**src/rtl/mem_req_arbiter.sv**
```systemverilog
// Round-robin arbiter for the core's single memory request channel: allocates a TID per
// transaction, caps in-flight transactions and steers responses back to their owners by TID.
module mem_req_arbiter #(
   parameter int NR_REQ          = 3,
   parameter int ADDR_W          = 64,
   parameter int DATA_W          = 64,
   parameter int TID_W           = 3,
   parameter int MAX_OUTSTANDING = 7
) (
   input  logic                     clk_i,
   input  logic                     rst_i,
   input  logic [NR_REQ-1:0]        req_valid_i,
   output logic [NR_REQ-1:0]        req_ready_o,
   input  logic [NR_REQ*ADDR_W-1:0] req_addr_i,
   input  logic [NR_REQ-1:0]        req_we_i,
   input  logic [NR_REQ*DATA_W-1:0] req_data_i,
   input  logic [NR_REQ-1:0]        req_last_i,
   output logic                     mem_valid_o,
   input  logic                     mem_ready_i,
   output logic [ADDR_W-1:0]        mem_addr_o,
   output logic                     mem_we_o,
   output logic [DATA_W-1:0]        mem_data_o,
   output logic                     mem_last_o,
   output logic [TID_W-1:0]         mem_tid_o,
   input  logic                     rsp_valid_i,
   input  logic [TID_W-1:0]         rsp_tid_i,
   input  logic                     rsp_last_i,
   output logic [NR_REQ-1:0]        rsp_valid_o,
   output logic [TID_W:0]           outstanding_o,
   output logic                     unexp_rsp_o
);

   localparam int NTID  = 1 << TID_W;
   localparam int PTR_W = (NR_REQ > 1) ? $clog2(NR_REQ) : 1;
   localparam logic [TID_W:0] MAX_OUT_C = (TID_W + 1)'(MAX_OUTSTANDING);

   typedef enum logic [0:0] {ST_IDLE = 1'b0, ST_BURST = 1'b1} state_t;

   state_t           state_r;
   logic [PTR_W-1:0] rr_ptr_r;
   logic [PTR_W-1:0] burst_req_r;
   logic [TID_W-1:0] burst_tid_r;
   logic [NTID-1:0]  tid_busy_r;
   logic [PTR_W-1:0] tid_owner_r [NTID];
   logic [TID_W:0]   outstanding_r;
   logic             unexp_r;

   logic             free_found_s;
   logic [TID_W-1:0] free_tid_s;
   logic             req_found_s;
   logic [PTR_W-1:0] req_sel_s;
   logic             grant_valid_s;
   logic [PTR_W-1:0] grantee_s;
   logic [TID_W-1:0] grant_tid_s;
   logic             hs_s;
   logic             alloc_s;
   logic             rsp_hit_s;
   logic             free_s;

   function automatic logic [PTR_W-1:0] rr_offset(input logic [PTR_W-1:0] base, input int off);
      int sum;
      sum = int'(base) + off;
      if (sum >= NR_REQ) begin
         sum = sum - NR_REQ;
      end else begin
         sum = sum;
      end
      return PTR_W'(sum);
   endfunction

   // Lowest free TID and first valid requester at or after the round-robin pointer.
   always_comb begin
      free_found_s = 1'b0;
      free_tid_s   = '0;
      req_found_s  = 1'b0;
      req_sel_s    = '0;
      for (int t = NTID - 1; t >= 0; t--) begin
         if (!tid_busy_r[t]) begin
            free_found_s = 1'b1;
            free_tid_s   = TID_W'(t);
         end else begin
            free_found_s = free_found_s;
         end
      end
      for (int i = NR_REQ - 1; i >= 0; i--) begin
         if (req_valid_i[rr_offset(rr_ptr_r, i)]) begin
            req_found_s = 1'b1;
            req_sel_s   = rr_offset(rr_ptr_r, i);
         end else begin
            req_found_s = req_found_s;
         end
      end
   end

   // Grant decision: open arbitration in IDLE, locked requester/TID during a burst.
   always_comb begin
      grant_valid_s = 1'b0;
      grantee_s     = '0;
      grant_tid_s   = '0;
      case (state_r)
         ST_IDLE: begin
            grantee_s     = req_sel_s;
            grant_tid_s   = free_tid_s;
            grant_valid_s = req_found_s & free_found_s & (outstanding_r < MAX_OUT_C);
         end
         ST_BURST: begin
            grantee_s     = burst_req_r;
            grant_tid_s   = burst_tid_r;
            grant_valid_s = req_valid_i[burst_req_r];
         end
         default: begin
            grant_valid_s = 1'b0;
         end
      endcase
      if (rst_i) begin
         grant_valid_s = 1'b0;
      end else begin
         grant_valid_s = grant_valid_s;
      end
   end

   assign hs_s      = grant_valid_s & mem_ready_i;
   assign alloc_s   = hs_s & (state_r == ST_IDLE);
   assign rsp_hit_s = rsp_valid_i & tid_busy_r[rsp_tid_i] & ~rst_i;
   assign free_s    = rsp_hit_s & rsp_last_i;

   // Request mux toward memory, per-requester ready and response steering.
   always_comb begin
      mem_valid_o = grant_valid_s;
      mem_addr_o  = '0;
      mem_data_o  = '0;
      mem_we_o    = 1'b0;
      mem_last_o  = 1'b0;
      mem_tid_o   = '0;
      req_ready_o = '0;
      rsp_valid_o = '0;
      if (grant_valid_s) begin
         mem_addr_o = req_addr_i[int'(grantee_s)*ADDR_W +: ADDR_W];
         mem_data_o = req_data_i[int'(grantee_s)*DATA_W +: DATA_W];
         mem_we_o   = req_we_i[grantee_s];
         mem_last_o = req_last_i[grantee_s];
         mem_tid_o  = grant_tid_s;
      end else begin
         mem_addr_o = '0;
      end
      for (int r = 0; r < NR_REQ; r++) begin
         req_ready_o[r] = hs_s & (grantee_s == PTR_W'(r));
         rsp_valid_o[r] = rsp_hit_s & (tid_owner_r[rsp_tid_i] == PTR_W'(r));
      end
   end

   // Arbitration FSM, TID table, in-flight count and sticky unexpected-response flag.
   always_ff @(posedge clk_i) begin
      if (rst_i) begin
         state_r       <= ST_IDLE;
         rr_ptr_r      <= '0;
         burst_req_r   <= '0;
         burst_tid_r   <= '0;
         tid_busy_r    <= '0;
         outstanding_r <= '0;
         unexp_r       <= 1'b0;
         for (int t = 0; t < NTID; t++) begin
            tid_owner_r[t] <= '0;
         end
      end else begin
         unexp_r <= unexp_r | (rsp_valid_i & ~tid_busy_r[rsp_tid_i]);
         if (free_s) begin
            tid_busy_r[rsp_tid_i] <= 1'b0;
         end
         if (alloc_s) begin
            tid_busy_r[grant_tid_s]  <= 1'b1;
            tid_owner_r[grant_tid_s] <= grantee_s;
         end
         case ({alloc_s, free_s})
            2'b10:   outstanding_r <= outstanding_r + 1'b1;
            2'b01:   outstanding_r <= outstanding_r - 1'b1;
            default: outstanding_r <= outstanding_r;
         endcase
         case (state_r)
            ST_IDLE: begin
               if (hs_s) begin
                  rr_ptr_r    <= rr_offset(grantee_s, 1);
                  burst_req_r <= grantee_s;
                  burst_tid_r <= grant_tid_s;
                  if (!req_last_i[grantee_s]) begin
                     state_r <= ST_BURST;
                  end
               end
            end
            ST_BURST: begin
               if (hs_s && req_last_i[burst_req_r]) begin
                  state_r <= ST_IDLE;
               end
            end
            default: state_r <= ST_IDLE;
         endcase
      end
   end

   assign outstanding_o = outstanding_r;
   assign unexp_rsp_o   = unexp_r;

endmodule

```
**config.mk**
```make
export PLATFORM = sky130hd
export DESIGN_NAME = mem_req_arbiter
export DESIGN_NICKNAME = d
export VERILOG_FILES = /design/src/rtl/mem_req_arbiter.sv
export SDC_FILE = /design/constraint.sdc
export NUM_CORES = 1
export LEC_CHECK = 0
export ABC_AREA = 1
export BUFFER_PORTS_ARGS = -buffer_cell sky130_fd_sc_hd__clkbuf_2
export CORE_AREA = 2 2 214 216
export CTS_BUF_LIST = sky130_fd_sc_hd__clkbuf_4 sky130_fd_sc_hd__clkbuf_8
export CTS_CLUSTER_SIZE = 8
export DETAILED_ROUTE_END_ITERATION = 7
export DIE_AREA = 0 0 216 218
export PLACE_DENSITY = 0.42
export SYNTH_ARGS = -nofsm -noshare
export SYNTH_HDL_FRONTEND = slang
export SYNTH_SLANG_ARGS = --single-unit
```
**constraint.sdc**
```tcl
create_clock -name clk_i -period 3.6 [get_ports clk_i]
set_clock_uncertainty 0.2 [all_clocks]
set_input_delay 0.72 -clock clk_i [delete_from_list [all_inputs] [get_ports clk_i]]
set_output_delay 0.72 -clock clk_i [all_outputs]
set_load 0.1 [all_outputs]
```
# --- Yosys cells after proc, flatten, opt, wreduce, memory -nomap -nowiden ---
# Memories as Yosys holds them, arrays and structs flattened.
# Cells that the tools add are included.
classes:
  eq_ne: 6
  n_shift: 2
  reduce_logical: 8
  bitwise: 21
  magnitude_cmp: 14
  n_mux: 71
  add_sub_neg: 9
ops:
  columns: ["operator", "n"]
  rows:
  - ["192-bit by 9-bit indexed part select with 64-bit output", 2]
  - ["64-bit two-way mux", 2]
  - ["1-bit two-way mux", 33]
  - ["3-bit two-way mux", 10]
  - ["8-bit two-way mux", 3]
  - ["2-bit two-way mux", 8]
  - ["2-bit by 3-bit less-than comparator with 1-bit output (second input constant)", 5]
  - ["1-bit AND", 14]
  - ["1-bit binary-select mux with 2-bit select", 7]
  - ["3-bit by 2-bit greater-or-equal comparator with 1-bit output (second input constant)", 3]
  - ["8-bit AND", 1]
  - ["3-bit by 4-bit less-than comparator with 1-bit output (second input constant)", 2]
  - ["8-bit inverter", 1]
  - ["8-bit OR", 1]
  - ["4-bit one-hot mux with 2 select lines", 1]
  - ["2-bit subtractor (second input constant)", 4]
  - ["2-bit by 1-bit adder with 3-bit output (second input constant)", 2]
  - ["1-bit demux with 3-bit select", 2]
  - ["2-bit by 1-bit equality test with 1-bit output (second input constant)", 3]
  - ["2-bit equality test (second input constant)", 3]
  - ["3-bit by 1-bit greater-or-equal comparator with 1-bit output (second input constant)", 2]
  - ["3-bit one-hot mux with 2 select lines", 1]
  - ["4-bit by 1-bit adder with 4-bit output (second input constant)", 1]
  - ["2-bit logical NOT", 2]
  - ["other kinds (13)", 18]
word_totals:
  input_bits: 401
  ram_bits: 16
  n_memories: 1
  reg_bits: 21
mem_list:
  columns: ["name", "depth", "word_bits", "read_ports", "rd_clocked_by_memory_dff", "write_ports", "line", "rtl"]
  rows:
  - ["tid_owner_r", 8, 2, 1, 0, 8, "44", "logic [PTR_W-1:0] tid_owner_r [NTID];"]

# --- Longest topological paths before layout ---
depth:
  word_depth: 19
  mapped_depth: 20
  depth_no_buf: 19

# --- Worst setup path before layout ---
# Ideal clock, no wire load.
synth_path:
  kind: "input-to-output"
  startpoint: "in rsp_tid_i[0]"
  endpoint: "out rsp_valid_o[0]"
  cell_stages: 8
  slack_ns: -0.901
  arrival_ns: 3.581
  path_cell_list: "buf_4 inv_1 nand3_1 nor2_1 a21oi_1 nand4_1 nand2_1 nor3_1"
synth_via:
  elab_chain_cells: 5
  word_cells_on_any_way: 7
synth_rtl:
  columns: ["element", "line", "rtl"]
  rows:
  - ["from (decl)", "26", "input logic [TID_W-1:0] rsp_tid_i,"]
  - ["1-bit binary-select mux with 3-bit select", "124", "assign rsp_hit_s = rsp_valid_i & tid_busy_r[rsp_tid_i] & ~rst_i;"]
  - ["1-bit two-way mux (not written as such)", "124", null]
  - ["1-bit AND (2 in series)", "124", null]
  - ["1-bit AND (*)", "148", "rsp_valid_o[r] = rsp_hit_s & (tid_owner_r[rsp_tid_i] == PTR_W'(r));"]
  - ["to (decl)", "28", "output logic [NR_REQ-1:0] rsp_valid_o,"]
# Mark *: on every way between the ends. The rest lies on a longest branch, timed or not. The select of a mux whose other input is x is not followed.

# --- Final worst setup path ---
layout_path:
  startpoint: "reg rr_ptr_r[0]"
  endpoint: "out mem_addr_o[0]"
layout_via:
  elab_chain_cells: 13
  word_cells_on_any_way: 30
layout_rtl:
  columns: ["element", "line", "rtl"]
  rows:
  - ["from (decl)", "40", "logic [PTR_W-1:0] rr_ptr_r;"]
  - ["from (signal assigned)", "182", "rr_ptr_r <= rr_offset(grantee_s, 1);"]
  - ["parallel branches: the longest is 12 deep, another holds 2-bit by 2-bit adder with 3-bit output", null, null]
  - ["64-bit two-way mux (*)", "137", "if (grant_valid_s) begin"]
  - ["to (decl)", "20", "output logic [ADDR_W-1:0] mem_addr_o,"]
# Mark *: on every way between the ends. The select of a mux whose other input is x is not followed.

==> results.toml <==
[floorplanning]
die_w_um = 216
initial_core_util_pct = 14.8
die_y_um = 218
placementRows = 78
ios = 546
die-area_mm2 = 0.0471
core_area_mm2 = 0.0449

[hold_path]
hold_depth = 2
holdCritPathClass = "flop to flop"
min_from = "burst_tid_r[2]"
whs_endpoint = "burst_tid_r[2]"

[yosys]
synth_seq_cells = 37
synth_top_cell_area_share_pct = 15.5
syn_area_mm2 = 0.00666
syn-instance-count = 1057
ys_async_sr_fraction_pct = 0
yosysSeqAreaShare_pct = 13.5
yosys.cell_types.count = 37
synth_edf_count = 16
yosys-top-cells-area = "nand3_2 (15%), o211ai_1 (15%), nand2_1 (12%), a21oi_1 (11%), inv_1 (10%)"
yosys-top-cells-count = "nand2_1 (206), inv_1 (177), a21oi_1 (143)"
synth_nets = 1466
yosys.area.top_type = "nand3_2"
ys_dominant_reg_cell = "dfxtp_1"
yosysWarnings = 0
syn_avg_cell_area_um2 = 6.30
synth.most_common_cell = "nand2_1"

[power]
p_leak_nw = 6.19
power.density_mw_per_mm2 = 795
vdd_ir_drop_max_v = 0.000392
power_w = 0.0110

[sta]
slew_viol_final = 0
clock.fmax_mhz = 281
fin_crit_sh_pct = 98.7
finalCriticalPeriod_ns = 3.55
final-hold-violation-count = 0
worst_pin_slew_ns = 0.633
finalSetupViolations = 0
rsz0062_at_grt = "yes"
finalSetupTns_ns = 0
maxSlewHeadroom_pct = 57.8
worst_slack_ns = 0.0470

[grt]
grt_pass1_wl_um = 56100
grt_usage_pct = 15.3
grt_pass1_vias = 9352
antenna_found_initial = 2
grt_max_degree = 50
grt-ovfl-total = 0

[clock_tree]
clk_pin_slew_worst_paths_ns = 0.08
htree_levels = 2
tritoncts = "done"
clock_latency_ns = 0.30
cts_buffers = 5
clock_sinks = 37
cts_root_buf = "clkbuf_8"
clockBufferDepth = 2

[routing]
drt_iter0_markers = 361
wire_per_inst_um = 17.7
vias = 9509
postRouteAntennaNets = 0
drt_pre_antenna_iters = 5
post-route-drc-count = 0
drt-vias-per-instance = 4.28
wl_um = 39300

[outcome]
status = "finished clean"

[placement]
gp_congestion = 0.884
dp_hpwl_um = 31100
io_buffers = 545
dp.cells = 2179
dp_slack_ns = 0.0348

[critical_path]
path_class = "flop to output pin"
r2r_slack_ns = 0.88
endpoint_kind = "output pin"
required_ns = 2.68
critPathMaxFanout = 7
critPathLaunchType = "flop"
timing.rr.end = "outstanding_o[2]"
r2r_cells = 17
r2r-start = "rr_ptr_r[0]"
cp_data_arrival_time_ns = 2.63

[finish]
syn2layout_area_growth_pct = 107
nets = 2028
drive_gt1_share_pct = 57.4
fin_cells = 2222

[run]
maxCapViolCount = 0
## flip-flops by register name, indices dropped and copies added (netlist names)
signal and flops:
rr_ptr_r 2, unexp_rsp_o 1, outstanding_o 4, tid_busy_r 8
state_r 1, burst_tid_r 3, tid_owner_r 16, burst_req_r 2
## metrics by stage
stage,instance area [um^2],hold WS [ns],utilization (%)
2_1_floorplan,7160,0.242,-
3_3_place_gp,12900,0.252,28.7
3_5_place_dp,12900,0.260,28.7
4_1_cts,13400,0.272,29.9
5_1_grt,13800,0.285,30.7
6_report,13800,0.275,30.7
## layout make-up
type                            count  area (um^2)
Fill cell                        4854        31100
Timing Repair Buffer              648         6260
Multi-Input combinational cell    745         5090
Sequential cell                    37          903
Tap cell                          600          751
Inverter                          182          702
Clock buffer                        5         68.8
Clock inverter                      3         17.5
Antenna cell                        2         5.00
## worst max-delay path, cell delays in order, from the launching register on
cell      delay, ns
dfxtp_2        0.34
inv_2          0.05
ha_4           0.30
buf_6          0.10
nand3_2        0.06
nand2_1        0.07
nand2_1        0.05
nand2_1        0.06
nand2_2        0.06
o21ai_4        0.14
clkinv_4       0.21
buf_12         0.21
buf_4          0.14
o211ai_1       0.18
a21oi_2        0.14
buf_12         0.19
## logic make-up (layout without fill, tap and decap cells)
family / Yosys count / in the layout / synth area share [%]
compound gates: 320 / 320 / 30.1
xor+xnor: 2 / 2 / 0.263
flops: 37 / 37 / 13.5
buf+inv: 275 / 838 / 19.9
other cells: 0 / 2 / 0
fa+ha+maj: 8 / 8 / 1.50
simple gates: 415 / 415 / 34.7
## layout by cell type (no fill, tap or decap), drive strengths merged, types with 3 or more instances in the layout
| cell type | Yosys | final |
|---|---|---|
| buf | 84 | 233 |
| nand4 | 5 | 5 |
| inv | 181 | 180 |
| dfxtp | 21 | 21 |
| a21oi | 153 | 153 |
| o211ai | 131 | 131 |
| o21ai | 25 | 25 |
| ha | 8 | 8 |
| bufbuf | 0 | 4 |
| clkinv | 1 | 3 |
| nand2 | 210 | 210 |
| nor2 | 39 | 39 |
| edfxtp | 16 | 16 |
| nand3 | 157 | 157 |
| nor3 | 4 | 4 |
| clkbuf | 9 | 416 |
## worst max-delay path by stage
| stage | from | endpoint | cells after the start |
|---|---|---|---|
| 4_1_cts | rr_ptr_r[0] | mem_data_o[15] | 16 |
| 5_1_grt | rr_ptr_r[0] | mem_data_o[4] | 16 |
| 3_3_place_gp | req_valid_i[1] | mem_addr_o[9] | 13 |
| 3_5_place_dp | req_valid_i[2] | mem_addr_o[9] | 12 |
| 6_report | rr_ptr_r[0] | mem_addr_o[0] | 15 |
| 2_1_floorplan | outstanding_o[1] | mem_tid_o[0] | 8 |
## power breakdown
| part | total [W] | switching [W] | leakage [nW] | internal, W |
|---|---|---|---|---|
| sequential | 0.000491 | 0.0000249 | 0.337 | 0.000466 |
| clock | 0.000299 | 0.000165 | 0.0439 | 0.000134 |
| combinational | 0.0102 | 0.00645 | 5.81 | 0.00372 |
## repair_timing
item | in CTS | in global routing
hold buffers | 0 | 0
endpoints found under the setup margin | 110 | 125
buffers inserted | 18 | 5
gates cloned | 5 | 6
gates resized for setup | 21 | 45
pin swaps | 8 | 56
## routing by layer
| layer | routed length [um] | vias up | track usage (%) |
|---|---|---|---|
| met5 | 0 | - | 0 |
| met4 | 679 | 0 | 3.24 |
| met3 | 2350 | 36 | 2.78 |
| met2 | 20400 | 364 | 27.8 |
| met1 | 15800 | 4393 | 18.8 |
| li1 | - | 4716 | - |
Note: power is estimated with default switching activity, not from simulation.
